--- config.mk ---
export PLATFORM = sky130hd
export DESIGN_NAME = sram_port_arbiter_flat
export DESIGN_NICKNAME = d
export VERILOG_FILES = /design/src/rtl/sram_port_arbiter_pkg.sv /design/src/rtl/sram_port_arbiter_if.sv /design/src/rtl/sram_port_arbiter.sv /design/src/flat_wrapper.sv
export SDC_FILE = /design/constraint.sdc
export NUM_CORES = 1
export LEC_CHECK = 0
export ABC_CLOCK_PERIOD_IN_PS = 3800
export BUFFER_PORTS_ARGS = -buffer_cell sky130_fd_sc_hd__buf_4
export CAP_MARGIN = 20
export CORE_MARGIN = 5
export CORE_UTILIZATION = 32
export CTS_CLUSTER_SIZE = 28
export DETAILED_ROUTE_END_ITERATION = 6
export PLACE_DENSITY = 0.85
export SKIP_CTS_REPAIR_TIMING = 1
export SYNTH_ARGS = -nofsm -noshare
export SYNTH_HDL_FRONTEND = slang
export SYNTH_SLANG_ARGS = --single-unit
--- constraint.sdc ---
create_clock -name clk -period 3.8 [get_ports clk]
set_clock_uncertainty 0.15 [all_clocks]
set_input_delay 0.38 -clock clk [delete_from_list [all_inputs] [get_ports clk]]
set_output_delay 0.38 -clock clk [all_outputs]
set_load 0.03 [all_outputs]
--- src/rtl/sram_port_arbiter_pkg.sv ---
// Shared types and default sizes for the image-SRAM port arbiter.
// Defaults match the image SRAM instance (8-bit words, 64K deep).
package sram_port_arbiter_pkg;

    localparam int DEF_DATA_WIDTH   = 8;
    localparam int DEF_ADDR_WIDTH   = 16;
    localparam int DEF_STARVE_LIMIT = 4;

    // Owner of the SRAM read data returning in the next cycle
    typedef enum logic [1:0] {
        RSEL_NONE = 2'd0,
        RSEL_A    = 2'd1,
        RSEL_B    = 2'd2
    } rsel_e;

endpackage

--- src/rtl/sram_port_arbiter_if.sv ---
// Request/grant/return bundle for both requesters plus the SRAM pins.
// master = requesters and SRAM side, slave = arbiter.
interface sram_port_arbiter_if #(
    parameter int DATA_WIDTH = 8,
    parameter int ADDR_WIDTH = 16
);
    logic                  a_req;
    logic [ADDR_WIDTH-1:0] a_addr;
    logic                  a_gnt;
    logic                  a_rvalid;
    logic [DATA_WIDTH-1:0] a_rdata;

    logic                  b_req;
    logic                  b_we;
    logic [ADDR_WIDTH-1:0] b_addr;
    logic [DATA_WIDTH-1:0] b_wdata;
    logic                  b_gnt;
    logic                  b_rvalid;
    logic [DATA_WIDTH-1:0] b_rdata;

    logic                  ram_en;
    logic                  ram_we;
    logic [ADDR_WIDTH-1:0] ram_addr;
    logic [DATA_WIDTH-1:0] ram_wdata;
    logic [DATA_WIDTH-1:0] ram_rdata;

    modport master (
        output a_req, a_addr, b_req, b_we, b_addr, b_wdata, ram_rdata,
        input  a_gnt, a_rvalid, a_rdata, b_gnt, b_rvalid, b_rdata,
        input  ram_en, ram_we, ram_addr, ram_wdata
    );

    modport slave (
        input  a_req, a_addr, b_req, b_we, b_addr, b_wdata, ram_rdata,
        output a_gnt, a_rvalid, a_rdata, b_gnt, b_rvalid, b_rdata,
        output ram_en, ram_we, ram_addr, ram_wdata
    );

endinterface

--- src/rtl/sram_port_arbiter.sv ---
// Shares one single-port sync SRAM between video fetch (A, priority) and
// game logic (B, r/w); a starvation counter guarantees B progress.
module sram_port_arbiter
    import sram_port_arbiter_pkg::*;
#(
    parameter int DATA_WIDTH   = DEF_DATA_WIDTH,
    parameter int ADDR_WIDTH   = DEF_ADDR_WIDTH,
    parameter int STARVE_LIMIT = DEF_STARVE_LIMIT
) (
    input logic               clk,
    input logic               reset,
    sram_port_arbiter_if.slave bus
);

    localparam int CW = $clog2(STARVE_LIMIT + 1);
    localparam logic [CW-1:0] LIMIT = CW'(STARVE_LIMIT);

    logic [CW-1:0]         wait_cnt;
    rsel_e                 rsel;
    logic                  force_b;
    logic                  a_gnt;
    logic                  b_gnt;
    logic [ADDR_WIDTH-1:0] addr_mux;
    logic [DATA_WIDTH-1:0] rdata;

    // Grants are suppressed during reset so the SRAM sees no access.
    always_comb begin
        force_b  = (wait_cnt == LIMIT);
        a_gnt    = ~reset & bus.a_req & ~(bus.b_req & force_b);
        b_gnt    = ~reset & bus.b_req & (~bus.a_req | force_b);
        addr_mux = b_gnt ? bus.b_addr : bus.a_addr;
        rdata    = bus.ram_rdata;
    end

    always_ff @(posedge clk) begin
        if (reset) begin
            wait_cnt <= '0;
            rsel     <= RSEL_NONE;
        end else begin
            if (b_gnt)
                wait_cnt <= '0;
            else if (bus.b_req && wait_cnt != LIMIT)
                wait_cnt <= wait_cnt + 1'b1;

            // B writes return the write-first echo, which nobody consumes
            if (a_gnt)
                rsel <= RSEL_A;
            else if (b_gnt && !bus.b_we)
                rsel <= RSEL_B;
            else
                rsel <= RSEL_NONE;
        end
    end

    assign bus.a_gnt     = a_gnt;
    assign bus.b_gnt     = b_gnt;
    assign bus.ram_en    = a_gnt | b_gnt;
    assign bus.ram_we    = b_gnt & bus.b_we;
    assign bus.ram_addr  = addr_mux;
    assign bus.ram_wdata = bus.b_wdata;

    assign bus.a_rvalid  = (rsel == RSEL_A);
    assign bus.b_rvalid  = (rsel == RSEL_B);
    assign bus.a_rdata   = rdata;
    assign bus.b_rdata   = rdata;

endmodule

--- src/flat_wrapper.sv ---
// flat-port wrapper written by rule: the top's interface ports become plain ports
module sram_port_arbiter_flat import sram_port_arbiter_pkg::*;
#(
    parameter int DATA_WIDTH   = DEF_DATA_WIDTH,
    parameter int ADDR_WIDTH   = DEF_ADDR_WIDTH,
    parameter int STARVE_LIMIT = DEF_STARVE_LIMIT
)
  (clk, reset, bus_a_req, bus_a_addr, bus_b_req, bus_b_we, bus_b_addr, bus_b_wdata, bus_ram_rdata, bus_a_gnt, bus_a_rvalid, bus_a_rdata, bus_b_gnt, bus_b_rvalid, bus_b_rdata, bus_ram_en, bus_ram_we, bus_ram_addr, bus_ram_wdata);
  sram_port_arbiter_if #(.DATA_WIDTH(DATA_WIDTH), .ADDR_WIDTH(ADDR_WIDTH)) bus_i ();
  input logic clk;
  input logic reset;
  input wire logic [$bits(bus_i.a_req)-1:0] bus_a_req;
  input wire logic [$bits(bus_i.a_addr)-1:0] bus_a_addr;
  input wire logic [$bits(bus_i.b_req)-1:0] bus_b_req;
  input wire logic [$bits(bus_i.b_we)-1:0] bus_b_we;
  input wire logic [$bits(bus_i.b_addr)-1:0] bus_b_addr;
  input wire logic [$bits(bus_i.b_wdata)-1:0] bus_b_wdata;
  input wire logic [$bits(bus_i.ram_rdata)-1:0] bus_ram_rdata;
  output wire logic [$bits(bus_i.a_gnt)-1:0] bus_a_gnt;
  output wire logic [$bits(bus_i.a_rvalid)-1:0] bus_a_rvalid;
  output wire logic [$bits(bus_i.a_rdata)-1:0] bus_a_rdata;
  output wire logic [$bits(bus_i.b_gnt)-1:0] bus_b_gnt;
  output wire logic [$bits(bus_i.b_rvalid)-1:0] bus_b_rvalid;
  output wire logic [$bits(bus_i.b_rdata)-1:0] bus_b_rdata;
  output wire logic [$bits(bus_i.ram_en)-1:0] bus_ram_en;
  output wire logic [$bits(bus_i.ram_we)-1:0] bus_ram_we;
  output wire logic [$bits(bus_i.ram_addr)-1:0] bus_ram_addr;
  output wire logic [$bits(bus_i.ram_wdata)-1:0] bus_ram_wdata;
  assign bus_i.a_req = bus_a_req;
  assign bus_i.a_addr = bus_a_addr;
  assign bus_i.b_req = bus_b_req;
  assign bus_i.b_we = bus_b_we;
  assign bus_i.b_addr = bus_b_addr;
  assign bus_i.b_wdata = bus_b_wdata;
  assign bus_i.ram_rdata = bus_ram_rdata;
  assign bus_a_gnt = bus_i.a_gnt;
  assign bus_a_rvalid = bus_i.a_rvalid;
  assign bus_a_rdata = bus_i.a_rdata;
  assign bus_b_gnt = bus_i.b_gnt;
  assign bus_b_rvalid = bus_i.b_rvalid;
  assign bus_b_rdata = bus_i.b_rdata;
  assign bus_ram_en = bus_i.ram_en;
  assign bus_ram_we = bus_i.ram_we;
  assign bus_ram_addr = bus_i.ram_addr;
  assign bus_ram_wdata = bus_i.ram_wdata;
  sram_port_arbiter #(.DATA_WIDTH(DATA_WIDTH), .ADDR_WIDTH(ADDR_WIDTH), .STARVE_LIMIT(STARVE_LIMIT)) u_core (.clk(clk), .reset(reset), .bus(bus_i));
endmodule
==> results of run 1 <==
Yosys cell counts:
cell	n
sky130_fd_sc_hd__a21boi_2	1
sky130_fd_sc_hd__a21oi_1	4
sky130_fd_sc_hd__a311oi_1	2
sky130_fd_sc_hd__and2_1	1
sky130_fd_sc_hd__buf_12	1
sky130_fd_sc_hd__buf_4	24
sky130_fd_sc_hd__clkbuf_1	1
sky130_fd_sc_hd__dfxtp_1	5
sky130_fd_sc_hd__ha_1	2
sky130_fd_sc_hd__inv_1	3
sky130_fd_sc_hd__inv_2	1
sky130_fd_sc_hd__mux2_2	8
sky130_fd_sc_hd__mux2_4	8
sky130_fd_sc_hd__nand2_1	2
sky130_fd_sc_hd__nand3_1	2
sky130_fd_sc_hd__nand4b_1	1
sky130_fd_sc_hd__nor2b_1	2
sky130_fd_sc_hd__nor3_4	1
sky130_fd_sc_hd__nor3b_1	1
sky130_fd_sc_hd__nor4_1	1
sky130_fd_sc_hd__o21ai_0	1
power by group:
part	internal [W]	total [W]	switching (W)
logic	0.0000597	0.000115	0.0000557
registers	0.0000544	0.0000553	0.000000946
clock network	0.0000397	0.0000609	0.0000212
total	0.000154	0.000232	0.0000778
state kept, by name (all words and copies together) (netlist names):
name / flops
u_core.rsel: 2
u_core.wait_cnt: 3
area by class of cell:
class,instances,area [µm²]
repair buffers,58,435
well taps,27,33.8
flip-flops and latches,5,100
inverters,4,15.0
clock buffers,4,26.3
fillers,200,1030
multi-input cells,37,364
cells by family (layout without fill, tap and decap cells):
logic type               count (synthesis)  in the layout  synth area share (%)
AO/OA/AOI/OAI                            8              8                  7.88
buffers and inverters                   30             66                  32.0
AND/OR/NAND/NOR                         11             11                  11.0
adder cells (fa/ha/maj)                  2              2                  3.66
multiplexers                            16             16                  30.8
flip-flops                               5              5                  14.7
layer usage:
metal / routed length [µm] / share of wire, % / GRT usage (%)
met4: 57 / 3.0 / 8.47
met2: 965 / 50 / 21.9
met5: 0 / 0 / 0
met3: 349 / 18 / 8.35
met1: 548 / 29 / 9.34
through the flow:
stage / setup slack, ns / utilization (%) / total power, W / hold slack, ns
final: 1.01 / 48.7 / 0.000232 / 0.160
after global routing: 0.817 / 48.7 / 0.000246 / 0.155
after CTS: 0.958 / 48.7 / 0.000236 / 0.151
after detailed placement: 1.24 / 47.4 / 0.000173 / 0.330
after global placement: 1.32 / 47.4 / 0.000170 / 0.311
after floorplan: 1.70 / - / 0.000167 / 0.303
worst min path at each step:
stage,cells after the start,end
floorplan,2,u_core.wait_cnt[1]
global placement,2,u_core.wait_cnt[0]
detailed placement,2,u_core.wait_cnt[0]
CTS,2,u_core.rsel[1]
global route,2,u_core.rsel[1]
finish,2,u_core.rsel[1]
worst max-delay path, stage by stage (launching register included):
cell	delay [ns]
sky130_fd_sc_hd__dfxtp_1	0.32
sky130_fd_sc_hd__inv_1	0.08
sky130_fd_sc_hd__ha_1	0.23
sky130_fd_sc_hd__a21boi_2	0.12
sky130_fd_sc_hd__nor3_4	0.68
sky130_fd_sc_hd__mux2_2	0.42
sky130_fd_sc_hd__buf_4	0.17
==> out/qor.tcl, run 1 <==
set qor(outcome) {finished, final reports clean}
set qor(max_freq_ghz) 0.358
set qor(avgViaCountPerCell) 4.77
set qor(crit_start) {u_core.wait_cnt[0]}
set qor(antenna-diode-count) 0
set qor(htreeDepth) 1
set qor(synthDominantCellAreaShare_pct) 26.4
set qor(die_y_um) 56.2
set qor(synthesis.nets) 127
set qor(cts_sinks) 5
set qor(report.final.hold_viol_count) 0
set qor(mappedNetlistArea_um2) 683
set qor(max_cap_viol_count) 0
set qor(postSynthCellCount) 72
set qor(critical_path_peak_fanout) 18
set qor(place_hpwl_um) 1700
set qor(gp_congestion) 0.719
set qor(critPathArrivalTime_ns) 2.26
set qor(finalSetupViolCount) 0
set qor(cts.reportedPaths.clkPinSlew_ns) 0.04
set qor(portion_of_the_clock_cycle_consumed_by_the_worst_path_in_the_final_layout_pct) 73.5
set qor(final_cells) 135
set qor(timing.hold.worst.start) {bus_b_we}
set qor(ir_drop_mv) 0.149
set qor(total_neg_setup_slack_ns) 0
set qor(synth_cell_types) 21
set qor(timing.reg2reg.setup_slack_ns) 2.39
set qor(post-synth-top-area-cell) {sky130_fd_sc_hd__buf_4}
set qor(finalCriticalPeriod_ns) 2.79
set qor(floorplan.initialDensity_pct) 34.1
set qor(ys_warn_count) 0
set qor(core_area_um2) 2000
set qor(die_width_um) 56.2
set qor(reg2reg_depth) 5
set qor(max_slew_headroom_at_the_worst_pin_pct) 41.5
set qor(cts-root-buf) {sky130_fd_sc_hd__clkbuf_4}
set qor(tritoncts) {done}
set qor(drt-total-wl_um) 1920
set qor(grt_antenna_before_repair) 0
set qor(detailed_place.area_um2) 948
set qor(row_count) 16
set qor(pin_count_of_the_biggest_net_entering_global_routing) 19
set qor(timing.final.max_slew_violations) 0
set qor(cts_buffer_count) 3
set qor(power.density_nw_per_um2) 238
set qor(ports) 99
set qor(yosys-top-cells-area) {sky130_fd_sc_hd__buf_4, sky130_fd_sc_hd__mux2_4, sky130_fd_sc_hd__dfxtp_1, sky130_fd_sc_hd__mux2_2, sky130_fd_sc_hd__ha_1}
set qor(mostFrequentLayoutCell) {sky130_fd_sc_hd__buf_4}
set qor(dr.first_iter.drc_count) 17
set qor(first_pass_iters) 4
set qor(critPathLaunchType) {register}
set qor(dieArea_um2) 3160
set qor(cell_count_after_placement) 131
set qor(design_area_um2) 975
set qor(groute.usage.overall_pct) 12.3
set qor(timing.rr.end) {u_core.wait_cnt[1]}
set qor(ys_ff_latch) 5
set qor(path_class) {register to output port}
set qor(postSynthAreaPerCell_um2) 9.49
set qor(p_leak_nw) 0.483
set qor(drive_above_1_share_pct) 74.1
set qor(holdCritPathClass) {primary input to register}
set qor(insertion_delay_ns) 0.24
set qor(critical_path.endpoint) {bus_ram_addr[9]}
set qor(layout.cells.most_common_list) {sky130_fd_sc_hd__buf_4, sky130_fd_sc_hd__mux2_4, sky130_fd_sc_hd__mux2_2, sky130_fd_sc_hd__dfxtp_1, sky130_fd_sc_hd__a21oi_1}
set qor(gr-total-overflow) 0
set qor(yosysSeqAreaShare_pct) 14.7
set qor(syn2layout_area_growth_pct) 42.7
set qor(nets_finish) 164
set qor(route.antenna.remaining_nets) 0
set qor(remaining_drc_errors) 0
set qor(wire_length_of_the_first_global_routing_pass_um) 3060
set qor(post_drt_wl_per_cell_um) 14.2
set qor(worst_r2r_startpoint) {u_core.wait_cnt[0]}
set qor(cts.path.max_buffers) 2
set qor(endpoint_class_of_the_critical_path) {output port}
set qor(crit_required_ns) 3.27
set qor(timing_worst_slew_pin_value_ns) 0.874
set qor(rsz_0062_raised_after_global_routing) {no}
set qor(port-buffer-count) 58
set qor(number_of_global_route_vias_before_repair) 682
set qor(via_count) 644
Note: power is estimated with default switching activity, not from simulation.
==> inputs of run 2 (changes only) <==
ABC_CLOCK_PERIOD_IN_PS = 2250   (was 3800)
CORE_UTILIZATION = 27   (was 32)
PLACE_DENSITY = 0.77   (was 0.85)
clock period = 2.25 ns   (was 3.8 ns; I/O delays follow)
==> out/qor.tcl, run 2 (same netlist as run 1, synthesis figures left out) <==
set qor(detailed_place.area_um2) 967 ;# +2.0%
set qor(post_drt_wl_per_cell_um) 14.6 ;# +2.9%
set qor(die_y_um) 60.3 ;# +7.3%
set qor(floorplan.initialDensity_pct) 27.8 ;# -6.3 points
set qor(max_cap_viol_count) 0 ;# unchanged
set qor(ir_drop_mv) 0.202 ;# +36%
set qor(timing_worst_slew_pin_value_ns) 0.279 ;# -0.595 ns
set qor(timing.hold.worst.start) {reset}
set qor(report.final.hold_viol_count) 0 ;# unchanged
set qor(cts_buffer_count) 3 ;# unchanged
set qor(insertion_delay_ns) 0.23 ;# about the same
set qor(port-buffer-count) 58 ;# unchanged
set qor(cell_count_after_placement) 136 ;# +3.8%
set qor(drive_above_1_share_pct) 80.0 ;# +5.9 points
set qor(nets_finish) 176 ;# +7.3%
set qor(mostFrequentLayoutCell) {sky130_fd_sc_hd__buf_4}
set qor(final_cells) 150 ;# +11%
set qor(pin_count_of_the_biggest_net_entering_global_routing) 19 ;# unchanged
set qor(outcome) {finished, final reports clean}
set qor(cts_sinks) 5 ;# unchanged
set qor(avgViaCountPerCell) 4.60 ;# -3.6%
set qor(number_of_global_route_vias_before_repair) 671 ;# -1.6%
set qor(crit_start) {u_core.wait_cnt[0]}
set qor(die_width_um) 60.3 ;# +7.3%
set qor(globalRouteMet2Util_pct) 19.9 ;# -2.0 points
set qor(ports) 99 ;# unchanged
set qor(htreeDepth) 1 ;# unchanged
set qor(finalSetupViolCount) 0 ;# unchanged
set qor(drt-total-wl_um) 2200 ;# +14%
set qor(dieArea_um2) 3640 ;# +15%
set qor(fillers) 213 ;# +6.5%
set qor(layout.cells.most_common_list) {sky130_fd_sc_hd__buf_4, sky130_fd_sc_hd__buf_6, sky130_fd_sc_hd__mux2_4, sky130_fd_sc_hd__mux2_2, sky130_fd_sc_hd__a21oi_1}
set qor(row_count) 18 ;# +2
set qor(max_freq_ghz) 0.447
set qor(crit_required_ns) 1.88 ;# -1.39 ns
set qor(largest_register_ff_count) 3 ;# unchanged
set qor(endpoint_class_of_the_critical_path) {output port}
set qor(cts.reportedPaths.clkPinSlew_ns) 0.04 ;# about the same
set qor(critPathArrivalTime_ns) 1.86 ;# -0.40 ns
set qor(max_slew_headroom_at_the_worst_pin_pct) 81.4 ;# +40 points
set qor(worst_r2r_startpoint) {u_core.wait_cnt[0]}
set qor(wire_length_of_the_first_global_routing_pass_um) 2880 ;# -6.1%
set qor(via_count) 690 ;# +7.1%
set qor(antenna-diode-count) 0 ;# unchanged
set qor(use_met3_pct) 5.40 ;# -3.0 points
set qor(cts-root-buf) {sky130_fd_sc_hd__clkbuf_4}
set qor(layout_top_registers) {u_core.wait_cnt x3, u_core.rsel x2}
set qor(grt.busiest_layer) {met2}
set qor(gr-total-overflow) 0 ;# unchanged
set qor(critPathLaunchType) {register}
set qor(total_neg_setup_slack_ns) 0 ;# unchanged
set qor(core_area_um2) 2450 ;# +23%
set qor(power.density_nw_per_um2) 359 ;# +51%
set qor(portion_of_the_clock_cycle_consumed_by_the_worst_path_in_the_final_layout_pct) 99.4
set qor(critical_path_peak_fanout) 5 ;# -13
set qor(finalCriticalPeriod_ns) 2.24
set qor(dr.first_iter.drc_count) 15 ;# -2
set qor(gp_congestion) 0.801 ;# +11%
set qor(remaining_drc_errors) 0 ;# unchanged
set qor(rsz_0062_raised_after_global_routing) {yes}
set qor(first_pass_iters) 6 ;# +2
set qor(holdCritPathClass) {primary input to register}
set qor(use_met1_pct) 9.83 ;# +0.49 points
set qor(path_class) {register to output port}
set qor(place_hpwl_um) 1800 ;# +6.1%
set qor(design_power_total_w) 0.000433 ;# +87%
set qor(syn2layout_area_growth_pct) 76.4
set qor(tritoncts) {done}
set qor(timing.final.max_slew_violations) 0 ;# unchanged
set qor(groute.usage.overall_pct) 10.9 ;# -1.5 points
set qor(route.antenna.remaining_nets) 0 ;# unchanged
set qor(largest_reg_by_ff_count) {u_core.wait_cnt}
set qor(cts.path.max_buffers) 2 ;# unchanged
set qor(design_area_um2) 1200 ;# +24%
set qor(post-route-util_pct) 49.1 ;# +0.40 points
set qor(grt_antenna_before_repair) 0 ;# unchanged
set qor(p_leak_nw) 0.592 ;# +23%
==> run 2: cell count changes in the layout (fill, tap and decap cells not counted), moves of 2 or more <==
cell,before,now
sky130_fd_sc_hd__dfxtp_2,0,2
sky130_fd_sc_hd__clkbuf_16,0,2
sky130_fd_sc_hd__inv_1,3,1
sky130_fd_sc_hd__buf_6,0,14
sky130_fd_sc_hd__buf_4,58,52
sky130_fd_sc_hd__dfxtp_1,5,3
sky130_fd_sc_hd__inv_2,1,3
sky130_fd_sc_hd__mux2_4,8,11
sky130_fd_sc_hd__mux2_2,8,5
==> run 2: critical path, cell delays in order, from the launching register on <==
cell	delay, ns
sky130_fd_sc_hd__dfxtp_2	0.32
sky130_fd_sc_hd__inv_2	0.07
sky130_fd_sc_hd__ha_4	0.14
sky130_fd_sc_hd__a21boi_4	0.06
sky130_fd_sc_hd__nor3_4	0.30
sky130_fd_sc_hd__buf_6	0.16
sky130_fd_sc_hd__clkbuf_16	0.14
sky130_fd_sc_hd__mux2_4	0.30
sky130_fd_sc_hd__buf_6	0.14
==> run 2: layout make-up <==
type	count	area, µm²	area share, %
Inverter	4	15.0	1.25
Clock buffer	4	26.3	2.18
Timing Repair Buffer	70	628	52.1
Sequential cell	5	103	8.51
Multi-Input combinational cell	37	395	32.8
Tap cell	30	37.5	3.12
==> run 2: layer usage <==
metal	up-vias	wire length, µm
met4	0	34
met3	5	275
met5	-	0
met1	310	660
met2	53	1230
li1	322	-
==> run 2: per-stage QoR <==
| step | setup slack (ns) | hold slack, ns |
|---|---|---|
| 2_1_floorplan | 0.305 | 0.152 |
| 6_report | 0.0126 | 0.0710 |
| 4_1_cts | -0.382 | -0.000632 |
| 3_3_place_gp | -0.0106 | 0.252 |
| 5_1_grt | -0.0581 | 0.0617 |
| 3_5_place_dp | -0.128 | 0.254 |
==> run 2: final timing paths <==
check,endpoint,slack (ns),depth (start not counted)
max,bus_ram_addr[2],0.01,8
max reg2reg,u_core.wait_cnt[2],0.83,7
min reg2reg,u_core.wait_cnt[0],0.33,2
min,u_core.wait_cnt[1],0.07,2
==> run 2: where the power goes <==
| part | internal (W) | total (W) | switching (W) |
|---|---|---|---|
| logic | 0.000133 | 0.000239 | 0.000106 |
| clock network | 0.0000668 | 0.0000997 | 0.0000329 |
| registers | 0.0000922 | 0.0000940 | 0.00000184 |
| total | 0.000292 | 0.000433 | 0.000140 |
==> inputs of run 3 (changes only) <==
REMOVE_ABC_BUFFERS = 1   (was not set)
==> out/qor.tcl, run 3 (same netlist as run 1, synthesis figures left out) <==
set qor(number_of_global_route_vias_before_repair) 714 ;# +6.4%
set qor(cts_sinks) 5 ;# unchanged
set qor(max_slew_headroom_at_the_worst_pin_pct) 85.6 ;# +4.2 points
set qor(holdCritPathClass) {primary input to register}
set qor(ports) 99 ;# unchanged
set qor(max_freq_ghz) 0.456 ;# +2.1%
set qor(timing.critical_path.slowest_cell_delay_ns) 0.36 ;# +0.04 ns
set qor(cts.reportedPaths.clkPinSlew_ns) 0.04 ;# about the same
set qor(cp_slowest_cell) {sky130_fd_sc_hd__mux2_2}
set qor(critPathLaunchType) {register}
set qor(timing.hold.worst.start) {reset}
set qor(layout.cells.most_common_list) {sky130_fd_sc_hd__buf_4, sky130_fd_sc_hd__mux2_4, sky130_fd_sc_hd__mux2_2, sky130_fd_sc_hd__buf_6}
set qor(comb_power_share_pct) 52.1 ;# -3.1 points
set qor(avgViaCountPerCell) 4.80 ;# +4.4%
set qor(mostFrequentLayoutCell) {sky130_fd_sc_hd__buf_4}
set qor(min_to) {u_core.wait_cnt[2]}
set qor(cts-root-buf) {sky130_fd_sc_hd__clkbuf_4}
set qor(insertion_delay_ns) 0.24 ;# about the same
set qor(critPathArrivalTime_ns) 1.82 ;# -0.04 ns
set qor(cts_buffer_count) 3 ;# unchanged
set qor(cts.path.max_buffers) 2 ;# unchanged
set qor(outcome) {finished, final reports clean}
set qor(critPathBufInv) 3 ;# -1
set qor(design_area_um2) 1060 ;# -12%
set qor(via_count) 682 ;# -1.2%
set qor(cp_cell_sequence) {inv_1 > ha_2 > a21boi_2 > nor3_4 > buf_12 > mux2_2 > buf_6}
set qor(row_count) 18 ;# unchanged
set qor(rsz_0062_raised_after_global_routing) {yes}
set qor(crit_family) {buffers and inverters}
set qor(timing_worst_slew_pin_value_ns) 0.214 ;# -0.0641 ns
set qor(power.internal_w) 0.000272 ;# -6.8%
set qor(floorplan.initialDensity_pct) 27.8 ;# unchanged
set qor(dr.first_iter.drc_count) 10 ;# -5
set qor(reg2reg_depth) 6 ;# -1
set qor(place_hpwl_um) 1950 ;# +8.2%
set qor(endpoint_class_of_the_critical_path) {output port}
set qor(layout_top_registers) {u_core.wait_cnt x3, u_core.rsel x2}
set qor(post_drt_wl_per_cell_um) 16.3 ;# +12%
set qor(syn2layout_area_growth_pct) 54.8
set qor(groute.usage.overall_pct) 12.6 ;# +1.7 points
set qor(first_pass_iters) 3 ;# -3
set qor(grt_antenna_before_repair) 0 ;# unchanged
set qor(portion_of_the_clock_cycle_consumed_by_the_worst_path_in_the_final_layout_pct) 97.4 ;# -2.1 points
set qor(min_delay_path_depth) 2 ;# unchanged
set qor(worst_r2r_startpoint) {u_core.wait_cnt[0]}
set qor(switching_power_as_a_share_of_total_power_pct) 33.0 ;# +0.62 points
set qor(route.antenna.remaining_nets) 0 ;# unchanged
set qor(max_cap_viol_count) 0 ;# unchanged
set qor(crit_required_ns) 1.88 ;# about the same
set qor(path_class) {register to output port}
set qor(gp_congestion) 0.734 ;# -8.4%
set qor(power_switching_w) 0.000134 ;# -4.1%
set qor(ir_drop_mv) 0.173 ;# -15%
set qor(timing.final.max_slew_violations) 0 ;# unchanged
set qor(seq_power_share_pct) 23.1 ;# +1.4 points
set qor(largest_register_ff_count) 3 ;# unchanged
set qor(die_width_um) 60.3 ;# unchanged
set qor(htreeDepth) 1 ;# unchanged
set qor(finalSetupViolCount) 0 ;# unchanged
set qor(pin_count_of_the_biggest_net_entering_global_routing) 19 ;# unchanged
set qor(fillers) 244 ;# +15%
set qor(clock_power_share_pct) 24.8 ;# +1.7 points
set qor(report.final.hold_viol_count) 0 ;# unchanged
set qor(p_leak_nw) 0.516 ;# -13%
set qor(largest_reg_by_ff_count) {u_core.wait_cnt}
set qor(timing.rr.end) {u_core.wait_cnt[0]}
set qor(power.density_nw_per_um2) 385 ;# +7.2%
set qor(die_y_um) 60.3 ;# unchanged
set qor(detailed_place.area_um2) 967 ;# unchanged
set qor(remaining_drc_errors) 0 ;# unchanged
set qor(port-buffer-count) 58 ;# unchanged
set qor(finalCriticalPeriod_ns) 2.19 ;# -0.0467 ns
set qor(tritoncts) {done}
set qor(nets_finish) 168 ;# -4.5%
set qor(timing.hold.ws_ns) 0.0802 ;# +0.00919 ns
set qor(critical_path_peak_fanout) 18 ;# +13
set qor(gr-total-overflow) 0 ;# unchanged
set qor(drt-total-wl_um) 2320 ;# +5.6%
set qor(core_area_um2) 2450 ;# unchanged
set qor(drive_above_1_share_pct) 75.9 ;# -4.1 points
set qor(timing.reg2reg.setup_slack_ns) 0.87 ;# +0.04 ns
set qor(antenna-diode-count) 0 ;# unchanged
set qor(wire_length_of_the_first_global_routing_pass_um) 3260 ;# +13%
set qor(dieArea_um2) 3640 ;# unchanged
-- run 3: cell count changes in the layout (fill, tap and decap cells not counted), sizes merged --
cell    delta
buf        -6
clkbuf     -2
-- run 3: per-stage QoR --
| stage | setup WS [ns] | power (W) | util (%) | setup TNS [ns] | std cells |
|---|---|---|---|---|---|
| floorplan | -0.0598 | 0.000196 | - | -0.479 | 46 |
| global placement | -0.0199 | 0.000291 | 39.4 | -0.152 | 136 |
| detailed placement | -0.118 | 0.000296 | 39.4 | -1.21 | 136 |
| CTS | -0.387 | 0.000400 | 40.5 | -5.78 | 140 |
| global route | -0.0223 | 0.000432 | 43.1 | -0.147 | 142 |
| finish | 0.0593 | 0.000407 | 43.1 | 0 | 142 |
-- run 3: cell type report --
class                   instances  area, µm²  area share [%]
well taps                      30       37.5            3.55
clock buffers                   4       26.3            2.49
flip-flops and latches          5        101            9.59
inverters                       4       15.0            1.42
multi-input cells              37        370            35.0
repair buffers                 62        507            47.9
-- run 3: metal layers --
metal | GRT usage [%] | up-vias | wire length (µm)
met5 | 0 | - | 0
met4 | 4.75 | 0 | 15
met3 | 9.72 | 2 | 373
met2 | 20.1 | 63 | 1200
met1 | 12.4 | 310 | 727
li1 | - | 307 | -
-- run 3: power by group through the flow --
stage | clock (W) | sequential (W) | combinational, W
2_1_floorplan | 0 | 0.0000947 | 0.000102
3_3_place_gp | 0 | 0.0000948 | 0.000196
3_5_place_dp | 0 | 0.0000950 | 0.000201
4_1_cts | 0.000105 | 0.0000935 | 0.000201
5_1_grt | 0.000114 | 0.0000940 | 0.000224
6_report | 0.000101 | 0.0000939 | 0.000212
-- run 3: how the worst max path moves through the flow --
stage                       start          endpoint  slack (ns)  cells past startpoint
6_report       u_core.wait_cnt[0]  bus_ram_addr[13]        0.06                      7
5_1_grt        u_core.wait_cnt[0]  bus_ram_addr[11]       -0.02                      7
4_1_cts        u_core.wait_cnt[0]  bus_ram_addr[14]       -0.39                      6
3_5_place_dp   u_core.wait_cnt[0]  bus_ram_addr[14]       -0.12                      6
3_3_place_gp   u_core.wait_cnt[0]   bus_ram_addr[8]       -0.02                      6
2_1_floorplan  u_core.wait_cnt[0]  bus_ram_addr[10]       -0.06                      5
